File: src/rtl/operand_seq_ctrl.sv
// Operand entry sequencer: collects two 2-digit BCD operands from the keypad,
// converts each through the shared BCD-to-binary unit, then launches the ALU.
module operand_seq_ctrl #(
   parameter int         TIMEOUT    = 255,
   parameter logic [3:0] ENTER_CODE = 4'hA,
   parameter logic [3:0] CLEAR_CODE = 4'hB
) (
   input  logic       clk,
   input  logic       rst,
   input  logic       key_valid_i,
   input  logic [3:0] key_code_i,
   input  logic [7:0] conv_bin_i,
   input  logic       conv_done_i,
   input  logic       conv_err_i,
   input  logic       calc_done_i,
   output logic [7:0] bcd_out_o,
   output logic       bcd_valid_o,
   output logic [7:0] op_a_o,
   output logic [7:0] op_b_o,
   output logic       op_start_o,
   output logic       seq_done_o,
   output logic       error_o,
   output logic [1:0] digit_cnt_o,
   output logic [2:0] state_dbg_o
);

   typedef enum logic [2:0] {
      S_ENTER_A   = 3'd0,
      S_CONV_A    = 3'd1,
      S_ENTER_B   = 3'd2,
      S_CONV_B    = 3'd3,
      S_LAUNCH    = 3'd4,
      S_WAIT_CALC = 3'd5,
      S_ERROR     = 3'd6
   } state_e;

   // The converter wait aborts on the edge where the counter would reach TIMEOUT.
   localparam logic [7:0] TMO_LAST = 8'(TIMEOUT - 1);

   state_e     state_q;
   logic [7:0] bcd_a_q;
   logic [7:0] bcd_b_q;
   logic [7:0] bcd_out_q;
   logic       bcd_valid_q;
   logic [7:0] op_a_q;
   logic [7:0] op_b_q;
   logic       op_start_q;
   logic       seq_done_q;
   logic       error_q;
   logic [1:0] digit_cnt_q;
   logic [7:0] tmo_q;

   logic is_digit;
   logic is_enter;
   logic is_clear;

   assign is_digit = key_valid_i && (key_code_i <= 4'd9);
   assign is_enter = key_valid_i && (key_code_i == ENTER_CODE);
   assign is_clear = key_valid_i && (key_code_i == CLEAR_CODE);

   // CLEAR takes priority over every other event, including converter and ALU completions.
   always_ff @(posedge clk or posedge rst) begin
      if (rst) begin
         state_q     <= S_ENTER_A;
         bcd_a_q     <= 8'h00;
         bcd_b_q     <= 8'h00;
         bcd_out_q   <= 8'h00;
         bcd_valid_q <= 1'b0;
         op_a_q      <= 8'h00;
         op_b_q      <= 8'h00;
         op_start_q  <= 1'b0;
         seq_done_q  <= 1'b0;
         error_q     <= 1'b0;
         digit_cnt_q <= 2'd0;
         tmo_q       <= 8'h00;
      end else begin
         bcd_valid_q <= 1'b0;
         op_start_q  <= 1'b0;
         seq_done_q  <= 1'b0;
         if (is_clear) begin
            state_q     <= S_ENTER_A;
            bcd_a_q     <= 8'h00;
            bcd_b_q     <= 8'h00;
            op_a_q      <= 8'h00;
            op_b_q      <= 8'h00;
            error_q     <= 1'b0;
            digit_cnt_q <= 2'd0;
            tmo_q       <= 8'h00;
         end else begin
            case (state_q)
               S_ENTER_A, S_ENTER_B: begin
                  if (is_digit && (digit_cnt_q != 2'd2)) begin
                     if (state_q == S_ENTER_A) bcd_a_q <= {bcd_a_q[3:0], key_code_i};
                     else                      bcd_b_q <= {bcd_b_q[3:0], key_code_i};
                     digit_cnt_q <= digit_cnt_q + 2'd1;
                  end else if (is_enter && (digit_cnt_q != 2'd0)) begin
                     bcd_out_q   <= (state_q == S_ENTER_A) ? bcd_a_q : bcd_b_q;
                     bcd_valid_q <= 1'b1;
                     state_q     <= (state_q == S_ENTER_A) ? S_CONV_A : S_CONV_B;
                     digit_cnt_q <= 2'd0;
                     tmo_q       <= 8'h00;
                  end
               end
               S_CONV_A, S_CONV_B: begin
                  if (conv_done_i) begin
                     if (conv_err_i) begin
                        state_q <= S_ERROR;
                        error_q <= 1'b1;
                     end else if (state_q == S_CONV_A) begin
                        op_a_q  <= conv_bin_i;
                        state_q <= S_ENTER_B;
                     end else begin
                        op_b_q     <= conv_bin_i;
                        op_start_q <= 1'b1;
                        state_q    <= S_LAUNCH;
                     end
                  end else if (tmo_q == TMO_LAST) begin
                     state_q <= S_ERROR;
                     error_q <= 1'b1;
                  end else begin
                     tmo_q <= tmo_q + 8'd1;
                  end
               end
               S_LAUNCH: state_q <= S_WAIT_CALC;
               S_WAIT_CALC: begin
                  if (calc_done_i) begin
                     seq_done_q <= 1'b1;
                     state_q    <= S_ENTER_A;
                     bcd_a_q    <= 8'h00;
                     bcd_b_q    <= 8'h00;
                  end
               end
               S_ERROR: error_q <= 1'b1;
               default: state_q <= S_ENTER_A;
            endcase
         end
      end
   end

   assign bcd_out_o   = bcd_out_q;
   assign bcd_valid_o = bcd_valid_q;
   assign op_a_o      = op_a_q;
   assign op_b_o      = op_b_q;
   assign op_start_o  = op_start_q;
   assign seq_done_o  = seq_done_q;
   assign error_o     = error_q;
   assign digit_cnt_o = digit_cnt_q;
   assign state_dbg_o = state_q;

endmodule

File: config.mk
export PLATFORM = sky130hd
export DESIGN_NAME = operand_seq_ctrl
export DESIGN_NICKNAME = d
export VERILOG_FILES = /design/src/rtl/operand_seq_ctrl.sv
export SDC_FILE = /design/constraint.sdc
export NUM_CORES = 1
export LEC_CHECK = 0
export ABC_AREA = 0
export CORE_UTILIZATION = 49
export CTS_BUF_LIST = sky130_fd_sc_hd__clkbuf_4
export CTS_CLUSTER_DIAMETER = 150
export CTS_CLUSTER_SIZE = 24
export DETAILED_ROUTE_END_ITERATION = 10
export PLACE_DENSITY = 0.83
export SETUP_SLACK_MARGIN = 0.2
export SLEW_MARGIN = 30
export SYNTH_ARGS = -nofsm -noshare
export SYNTH_HDL_FRONTEND = slang
export SYNTH_SLANG_ARGS = --single-unit
File: constraint.sdc
create_clock -name clk -period 1.95 [get_ports clk]
set_clock_uncertainty 0.15 [all_clocks]
set_input_delay 0.585 -clock clk [delete_from_list [all_inputs] [get_ports clk]]
set_output_delay 0.585 -clock clk [all_outputs]
set_load 0.005 [all_outputs]
---- Word-level counts from Yosys, hierarchy flattened ----
Index checks and enable logic that the tools add are counted.
word-level totals
  register bits ........................... 57
  bits of input ports ..................... 18
  logic and storage cells ................. 123
cells by class
  mux-type cells .......................... 57
  eq/ne operators ......................... 23
  bitwise logic cells ..................... 2
  order comparisons ....................... 1
  add/subtract/negate cells ............... 2
  reduce and logical (&&, ||, !) cells .... 26
operators by type and width
  kind                   number
  $mux W8                23
  $pmux W8 S2            3
  $mux W3                8
  $ne A3 B3 Y1 const B   8
  $reduce_and A4 Y1      5
  $mux W1                16
  $pmux W3 S5            1
  $reduce_bool A3 Y1     4
  $mux W2                5
  $reduce_and A5 Y1      2
  $reduce_bool A2 Y1     5
  $eq A3 B3 Y1 const B   3
  $add A8 B1 Y8 const B  1
  $eq A4 B4 Y1 const B   2
  $eq A8 B8 Y1 const B   1
  $ne A4 B4 Y1 const B   2
  $eq A3 B2 Y1 const B   2
  $ne A2 B2 Y1 const B   3
  $logic_and A1 B1 Y1    5
  $le A4 B4 Y1 const B   1
  $reduce_or A2 Y1       2
  $eq A3 B1 Y1 const B   1
  $logic_not A3 Y1       1
  $reduce_and A3 Y1      1
  other kinds (5)        6

---- Depth between registers and ports, before layout ----
Gate-level depths: netlist of run 1.
  word-level depth ........................ 7
  mapped depth ............................ 8

---- Worst setup path before layout of run 1 ----
Ideal clock, no wire load.
  path type ............................... input-to-reg
  start ................................... in key_code_i[1]
  end ..................................... reg bcd_b_q[0]
  setup slack ............................. -1 ps
  required time ........................... 1,675 ps
  library setup time ...................... 125 ps
  buffers on the path ..................... 0
  arrival ................................. 1,676 ps
  cell stages on the path ................. 4
  path through ............................ o21ai_2 -> nand3b_4 -> o311ai_4 -> mux2_4
between the ends
  cells in the longest elaborated chain, start to end .. 5
ends and longest elaborated chain
  what                         RTL line  RTL
  start: declaration           11        input logic [3:0] key_code_i,
  $le A4 B4 Y1                 57        assign is_digit = key_valid_i && (key_code_i <= 4'd9);
  $logic_and A1 B1 Y1          57
  $logic_and A1 B1 Y1          92        if (is_digit && (digit_cnt_q != 2'd2)) begin
  $ne A3 B3 Y1 (no line)       -
  $reduce_and A4 Y1 (no line)  -
  end signal: assignment       94        else bcd_b_q <= {bcd_b_q[3:0], key_code_i};
  end: declaration             42        logic [7:0] bcd_b_q;
Parallel ways exist; a longest one is shown, timed or not.
A chain may end at the register's enable or synchronous reset.

---- Final worst setup path of run 1 ----
  start ................................... reg digit_cnt_q[1], in the netlist digit_cnt_o[1]
  end ..................................... reg bcd_b_q[1]
between the ends
  cells in the longest elaborated chain, start to end .. 4
ends and longest elaborated chain
  what                         RTL line  RTL
  start: declaration           50        logic [1:0] digit_cnt_q;
  start signal: assignment     95        digit_cnt_q <= digit_cnt_q + 2'd1;
  $ne A2 B2 Y1                 92
  $logic_and A1 B1 Y1          92
  $ne A3 B3 Y1 (no line)       -
  $reduce_and A4 Y1 (no line)  -
Every way passes these cells.

==> metrics.txt, run 1 <==
H-Tree Depth 3; CP Max Fanout 4; Synth Net Count 288; vias in the first global route 2478; top post-synthesis cells by count 57 x dfrtp_1, 28 x mux2i_1, 26 x nor2_1; post-synthesis cell type count 52; Detailed Route WL slightly above 8000 um; post-synth top area share 49.9%; final hold vios 0; clock-pin slew of the registers on the worst-case setup and hold paths 0.11 ns; top-count cell post-synth dfrtp_1; ys async rst share 100%; die area 0.00614 sq mm; Slew Limit Fails 0; total I/O pin count 51; Worst Path Arrival between 2 and 2.5 ns; Worst setup EP type flip-flop; vias per std cell 5.51; Skew-Pair Late Insertion Delay 0.39 ns; # rows 27; Hold Path Class reg -> reg; effective utilization at floorplan 51.3%; measured slew at the worst slew-check pin 0.383 ns; top post-synthesis cells by area dfrtp_1 50%, mux2i_1 9.8%, mux2_4 4.2%; core footprint 0.00557 sq mm; PortBufs 50; DR iter-0 viols around 100; die width 78.4 um; crit share post-route 104%; largest net degree at the start of global routing 58; Worst Path Required 2.08 ns; unrepaired setup endpoints after global routing true; Fmax 492 MHz; initial antenna violation count 0; GP Congestion 0.856; sequential element share of the synthesized area 49.9%; max-cap violations 0; Hold WS 0.341 ns; crit start category flip-flop; violated checks setup timing; total of warnings raised by yosys 0; max_slew headroom approximately three quarters; endpoints failing setup 9; WS Path Type reg -> reg; ANT nets after route 0; EDFF count, synth 0; grt ovf 0; layout cell share with drive strength beyond 1 42.5%; Final WS setup -0.0812 ns; power per cell area 1330 mW/mm^2; CTS Buf Count 9; Area Growth Syn to Fin 48.9%; top_reg_cell synth dfrtp_1; Mapped Cells 266; CTS sink cnt 57; GRT Total Usage 24.6%; Vias around 2600; mapped cell area 0.00286 sq mm; first-pass GRT wire length 11500 um; Residual DRC 0; dpl ws -0.530 ns; Post-DP HPWL 4390 um; Longest Clk Path Bufs 2; CTS tree yes; first drt pass iteration count 5; Yosys top cell by area dfrtp_1; Final #Nets 410; outcome finished with violations; post-DR wirelength/cell 17.7 um; Worst VDD drop 0.761 mV; syn avg cell area 10.7 sq um; #FFs+latches synth 57; Die Y-Extent 78.4 um; Tmin final slightly above 2 ns; total inserted antenna cells 0; clk root buf clkbuf_4; LEAKAGE 0.00208 uW
-- layout by cell type, fill, tap and decap left out, types with 3 or more instances in the layout --
cell and instances:
buf_6 17, clkdlybuf4s15_1 7, and3_1 3, and2_4 3, inv_1 14, nand4_1 3, nor2_1 25, buf_4 53
mux2i_1 27, o21ai_0 4, o21ai_1 9, buf_12 3, clkbuf_2 21, inv_2 3, a21oi_1 9, mux2_4 8
dlygate4sd2_1 6, nand2_2 3, nand3_1 6, dfrtp_1 54, buf_2 3, clkdlybuf4s50_1 11, a31oi_1 3, dfrtp_2 3
nand2_1 19, clkbuf_4 9
-- layout make-up --
cell class	count	area [sq um]
Multi-Input combinational cell	178	1460
Sequential cell	57	1430
Fill cell	339	1320
Timing Repair Buffer	124	1060
Tap cell	72	90.1
Clock inverter	7	85.1
Inverter	18	71.3
Clock buffer	9	67.6
-- per-layer routing --
layer / vias up / routed length (um) / GRT usage [%]
met1: 1266 / 3410 / 30.4
met2: 91 / 4190 / 41.2
li1: 1176 / - / -
met3: 31 / 373 / 4.65
met4: 0 / 237 / 12.2
met5: - / 0 / 0
-- sequential cells by signal, summed over array words and instances, names as in the netlist --
name / count
bcd_a_q: 8
bcd_b_q: 8
bcd_out_o: 8
op_a_o: 8
op_b_o: 8
tmo_q: 8
state_dbg_o: 3
digit_cnt_o: 2
bcd_valid_o: 1
error_o: 1
op_start_o: 1
seq_done_o: 1
-- critical path, cell delays in order (launching register included) --
cell and delay [ns]:
dfrtp_1 0.42, buf_6 0.13, ha_4 0.14, nand3b_4 0.17
o311ai_4 0.41, buf_4 0.20, mux2_4 0.30
-- stage by stage --
stage	utilization, %	power [uW]	cell area [sq um]	setup TNS, ns	std cells
CTS	73.9	5350	4120	0	451
global route	76.4	6000	4260	-0.977	465
finish	76.4	5680	4260	-0.429	465
detailed placement	65.7	4100	3660	-23.47	405
floorplan	-	3160	2900	0	266
global placement	65.7	4000	3660	-22.31	405
-- what timing repair did --
item	4_1_cts	5_1_grt
setup buffers	30	12
gates cloned	0	2
pin swaps	14	11
endpoints found under the setup margin	90	68
resized for setup	107	50
hold buffers	0	0
-- where the power goes --
group          internal [uW]  switching, uW
clock network            507            444
registers               1630            294
logic                   1510           1290
total                   3650           2030
-- path summary, 6_finish.rpt --
check	endpoint	cells past startpoint	start	slack (ns)
max in group asynchronous	state_dbg_o[1]	3	rst	0.92
min	bcd_out_o[0]	2	bcd_out_o[0]	0.34
max reg2reg	bcd_b_q[1]	6	digit_cnt_o[1]	-0.08
min reg2reg	bcd_out_o[0]	2	bcd_out_o[0]	0.34
min in group asynchronous	bcd_out_o[6]	3	rst	0.46
max	bcd_b_q[1]	6	digit_cnt_o[1]	-0.08
-- kinds of logic (layout without fill, tap and decap cells) --
kind of cell | Yosys count | after routing | share of synthesized area [%]
compound gates | 47 | 47 | 11.4
buf+inv | 31 | 158 | 5.16
simple gates | 91 | 91 | 17.8
mux | 36 | 36 | 14.0
flops | 57 | 57 | 49.9
fa+ha+maj | 4 | 4 | 1.75
Note: power is estimated with default switching activity, not from simulation.
==> run 2, diff against run 1 <==
Settings changed: PLACE_DENSITY 0.83 to 0.78.
==> run 2 against run 1 <==
Against the previous run:
- the flow now finishes without violations
- clock power shrank 9.4%
- core utilization grew 0.20 points
- final cell count shrank 1.3%
- largest cell class unchanged
- highest routed layer unchanged
==> metrics.txt, run 2 (same netlist as run 1, synthesis figures left out) <==
# rows 27 (unchanged); Slew Limit Fails 0 (unchanged); Non-Filler Instances 459 (-1.3%); clock-pin slew of the registers on the worst-case setup and hold paths 0.11 ns (about the same); Crit path largest cell delay 0.40 ns (-0.02 ns); Longest Clk Path Bufs 2 (unchanged); critical path's slowest cell dfrtp_1; setup TNS 0 ns (+0.429 ns); outcome completed; most frequent cells in the layout 55 x dfrtp_1, 37 x buf_4, 26 x mux2i_1, 26 x nor2_1, 21 x buf_2; H-Tree Depth 3 (unchanged); measured slew at the worst slew-check pin 0.340 ns (-0.0432 ns); die area 0.00614 sq mm (unchanged); vias in the first global route 2388 (-3.6%); total inserted antenna cells 0 (unchanged); first drt pass iteration count 5 (unchanged); power per cell area 1320 mW/mm^2 (-1.3%); endpoints failing setup 0 (-9); clk root buf clkbuf_4; Tmin final 1.89 ns (-0.139 ns); Worst setup EP type flip-flop; Post-DP HPWL 4340 um (-1.2%); post-DR wirelength/cell 17.1 um (-2.9%); Vias 2554 (-0.39%); placed insts 407 (+0.49%); Hold Startpoint bcd_out_o[7]; GRT Total Usage 24.2% (-0.38 points); final hold vios 0 (unchanged); GP Congestion 0.821 (-4.1%); CTS sink cnt 57 (unchanged); WHS Path Cells 2 (unchanged); Fmax 529 MHz (+7.4%); max-cap violations 0 (unchanged); first-pass GRT wire length 11400 um (-0.66%); dpl ws -0.475 ns (+0.0552 ns); max_slew headroom 77.3% (+2.9 points); Die Y-Extent 78.4 um (unchanged); largest net degree at the start of global routing 58 (unchanged); ANT nets after route 0 (unchanged); Worst VDD drop 0.720 mV (-5.4%); DR iter-0 viols 172 (+65%); core footprint 0.00557 sq mm (unchanged); reg2reg setup slack 0.06 ns (+0.14 ns); crit start category flip-flop; Hold Path Class reg -> reg; Worst Path Required 2.10 ns (+0.02 ns); CTS tree yes; CP Max Fanout 6 (+2); unrepaired setup endpoints after global routing true; Skew-Pair Late Insertion Delay 0.41 ns (+0.02 ns); Area Growth Syn to Fin 49.3%; crit share post-route 97.0% (-7.1 points); r2r endpoint bcd_a_q[1]; vias per std cell 5.56 (+0.91%); die width 78.4 um (unchanged); PortBufs 50 (unchanged); effective utilization at floorplan 51.3% (unchanged); layout cell share with drive strength beyond 1 43.4% (+0.92 points); Reg2Reg Launch Point state_dbg_o[0]; WS Path Type reg -> reg; worst r2r path cells 7 (+1); LEAKAGE 0.00208 uW (+0.17%); Worst Hold End bcd_out_o[7]; Final #Nets 404 (-1.5%); initial antenna violation count 0 (unchanged); Worst Path Arrival 2.04 ns (-0.12 ns); Residual DRC 0 (unchanged); total I/O pin count 51 (unchanged); Final WS setup 0.0579 ns (+0.139 ns); grt ovf 0 (unchanged); cells along the critical path buf_6 > buf_8 > nor3_4 > inv_2 > o211ai_4 > buf_12 > mux2_4; CTS Buf Count 9 (unchanged); cts hold-fix bufs 0 (unchanged); Detailed Route WL 7870 um (-4.2%); commonest non-fill, non-tap cell in the layout dfrtp_1
[run 2: critical path: cells and delay by family, from the launching register on]
family / cells / cell delay (ns)
and+or+nand+nor: 1 / 0.22
DFF: 1 / 0.40
AOI/OAI and AO/OA: 1 / 0.22
muxes: 1 / 0.30
buffers and inverters: 4 / 0.50
[run 2: worst max path at each step]
stage / endpoint / startpoint / cells past startpoint / slack, ns
after global routing: bcd_a_q[1] / state_dbg_o[0] / 7 / 0.02
after floorplan: bcd_b_q[0] / key_code_i[1] / 4 / 0.02
after CTS: bcd_b_q[0] / digit_cnt_o[0] / 6 / 0.11
final: bcd_a_q[1] / state_dbg_o[0] / 7 / 0.06
after detailed placement: bcd_b_q[6] / key_code_i[1] / 6 / -0.48
after global placement: bcd_b_q[4] / key_code_i[2] / 6 / -0.46
[run 2: repair_timing]
action / in CTS / in global routing
endpoints found under the setup margin: 90 / 55
buffers inserted: 23 / 12
cloned: 0 / 1
resized for setup: 144 / 44
hold endpoints to repair: 0 / 0
pin swaps: 13 / 18
[run 2: layer usage]
layer / global-route usage, % / wire [um]
met5: 0 / 0
met1: 32.5 / 3390
met3: 4.30 / 479
met4: 12.4 / 195
met2: 37.5 / 3810
[run 2: final cells by class]
type                       count  area [sq um]
tap                           72          90.1
multi-input combinational    178          1470
sequential                    57          1430
clock inverter                 6          58.8
clock buffer                  10          75.1
inverter                      18          71.3
fill                         343          1310
timing repair buffer         118          1070
[run 2: power by group]
group | internal (uW) | switching [uW] | leakage [uW] | total (uW)
clock network | 396 | 466 | 0.0000698 | 862
registers | 1620 | 296 | 0.000730 | 1920
logic | 1560 | 1270 | 0.00128 | 2840
[run 2: per-stage QoR]
stage               utilization (%)  total power, uW  cell area [sq um]  hold slack (ns)
floorplan                         -             3160               2900            0.302
global placement               66.4             4040               3700            0.319
detailed placement             66.4             4120               3700            0.328
CTS                            72.3             5180               4030            0.348
global route                   76.6             5930               4270            0.377
finish                         76.6             5620               4270            0.339
==> run 3, diff against run 2 <==
Settings changed: CORE_UTILIZATION 49 to 47, CTS_BUF_LIST sky130_fd_sc_hd__clkbuf_4 to not set, PLACE_DENSITY 0.78 to 0.75.
==> run 3 against run 2 <==
Against the previous run:
- critical path depth rose by 1
- global-route usage rose by 0.053 points
- die area rose by 4.2%
- register-to-register slack barely moved
- worst setup slack got worse by 0.011 ns
- critical endpoint is now tmo_q[2]
- highest routed layer unchanged
- clock power rose by 31%
==> metrics.txt, run 3 (same netlist as run 1, synthesis figures left out) <==
outcome completed; GRT Total Usage 24.3% (+0.053 points); Vias 2534 (-0.78%); crit start category flip-flop; first drt pass iteration count 4 (-1); Worst VDD drop 0.901 mV (+25%); power per cell area 1320 mW/mm^2 (about the same); # rows 28 (+3.7%); effective utilization at floorplan 48.6% (-2.7 points); Final #Nets 405 (+0.25%); endpoints failing setup 0 (unchanged); dpl ws -0.568 ns (-0.0931 ns); PortBufs 50 (unchanged); Die Y-Extent 80.0 um (+2.1%); largest net degree at the start of global routing 58 (unchanged); WS Path Type reg -> reg; Worst setup EP type flip-flop; clock-pin slew of the registers on the worst-case setup and hold paths 0.06 ns (-0.05 ns); Reg2Reg Launch Point state_dbg_o[0]; die area 0.00640 sq mm (+4.2%); Crit path largest cell delay 0.41 ns (about the same); CTS Buf Count 9 (unchanged); placed insts 410 (+0.74%); Residual DRC 0 (unchanged); vias per std cell 5.47 (-1.6%); grt ovf 0 (unchanged); Detailed Route WL 8100 um (+2.9%); total I/O pin count 51 (unchanged); Hold Path Class reg -> reg; GP Congestion 0.817 (-0.48%); CP Max Fanout 8 (+2); Area Growth Syn to Fin 56.8%; CP delay by family, top buffers and inverters; Longest Clk Path Bufs 2 (unchanged); Post-DP HPWL 4490 um (+3.5%); max-cap violations 0 (unchanged); CTS sink cnt 57 (unchanged); max_slew headroom 75.3% (-2.0 points); final hold vios 0 (unchanged); Critical Path Start state_dbg_o[0]; Fillers 363 (+5.8%); core footprint 0.00589 sq mm (+5.6%); CTS tree yes; total inserted antenna cells 0 (unchanged); die width 80.0 um (+2.1%); sum of buffers and inverters on the critical path 4 (unchanged); post-DR wirelength/cell 17.5 um (+2.0%); Skew-Pair Late Insertion Delay 0.35 ns (-0.06 ns); Non-Filler Instances 463 (+0.87%); Slew Limit Fails 0 (unchanged); measured slew at the worst slew-check pin 0.370 ns (+0.0300 ns); H-Tree Depth 3 (unchanged); critical path's slowest cell dfrtp_1; layout cell share with drive strength beyond 1 40.7% (-2.7 points); commonest non-fill, non-tap cell in the layout dfrtp_1; Fmax 525 MHz (-0.57%); first-pass GRT wire length 11300 um (-1.3%); vias in the first global route 2329 (-2.5%); most frequent cells in the layout 55 x dfrtp_1, 40 x buf_4, 25 x mux2i_1, 25 x nor2_1; LEAKAGE 0.00216 uW (+3.6%); cells along the critical path buf_6 > buf_4 > nor4_4 > nand2_4 > buf_6 > inv_4 > o21ai_2 > o22ai_2; ANT nets after route 0 (unchanged); Hold Startpoint error_o; Worst Path Required 2.07 ns (-0.03 ns); DR iter-0 viols 132 (-23%); initial antenna violation count 0 (unchanged); Tmin final 1.90 ns (+0.0108 ns); crit share post-route 97.6% (+0.56 points); unrepaired setup endpoints after global routing true; clk root buf clkbuf_8; Most common cell on crit path buf_6; Final WS setup 0.0470 ns (-0.0108 ns); Worst Path Arrival 2.02 ns (-0.02 ns)
[run 3: cell types whose count changed in the layout (fill, tap and decap cells not counted), moves of 8 or more]
| cell | change |
|---|---|
| clkbuf_4 | -10 |
| clkdlybuf4s15_1 | +10 |
| clkbuf_8 | +10 |
| dlygate4sd2_1 | +16 |
| nand2_1 | -8 |
| buf_2 | -19 |
[run 3: power by group]
part / leakage [uW] / total, uW / internal (uW) / switching, uW
Clock: 0.0000953 / 1130 / 620 / 506
Sequential: 0.000730 / 1930 / 1630 / 306
Combinational: 0.00133 / 2840 / 1550 / 1290
Total: 0.00216 / 5900 / 3800 / 2100
[run 3: path summary, 6_finish.rpt]
path	end	slack, ns	cells after the start
setup / recovery	tmo_q[2]	0.05	8
hold / removal	error_o	0.36	1
setup reg to reg	tmo_q[2]	0.05	8
hold reg to reg	error_o	0.36	1
max in group asynchronous	bcd_out_o[3]	0.88	3
min in group asynchronous	bcd_out_o[6]	0.51	3
[run 3: area by class of cell]
| class | count | area, sq um | share of cell area (%) |
|---|---|---|---|
| Timing Repair Buffer | 119 | 1130 | 25.3 |
| Sequential cell | 57 | 1430 | 31.9 |
| Clock buffer | 11 | 141 | 3.15 |
| Tap cell | 75 | 93.8 | 2.09 |
| Multi-Input combinational cell | 178 | 1560 | 34.7 |
| Inverter | 18 | 73.8 | 1.65 |
| Clock inverter | 5 | 55.1 | 1.23 |
[run 3: through the flow]
step	util (%)	hold WS [ns]	cell area, sq um	total power, uW	setup TNS [ns]
final	76.2	0.357	4480	5900	0
after global routing	76.2	0.383	4480	6250	-0.0254
after CTS	69.1	0.335	4070	5410	0
after detailed placement	62.4	0.325	3670	4110	-23.94
after global placement	62.4	0.319	3670	4000	-23.34
after floorplan	-	0.302	2900	3160	0
[run 3: metal layers]
metal  wire, um  vias up  track usage [%]
li1           -     1175                -
met1       3450     1266             30.3
met2       4040       71             39.3
met3        297       22             6.06
met4        310        0             11.4
met5          0        -                0
[run 3: what timing repair did]
item	in CTS	in global routing
endpoints found under the setup margin	90	57
resized for setup	73	74
hold buffers	0	0
gates cloned	0	2
buffers inserted	18	17
pin swaps	12	26
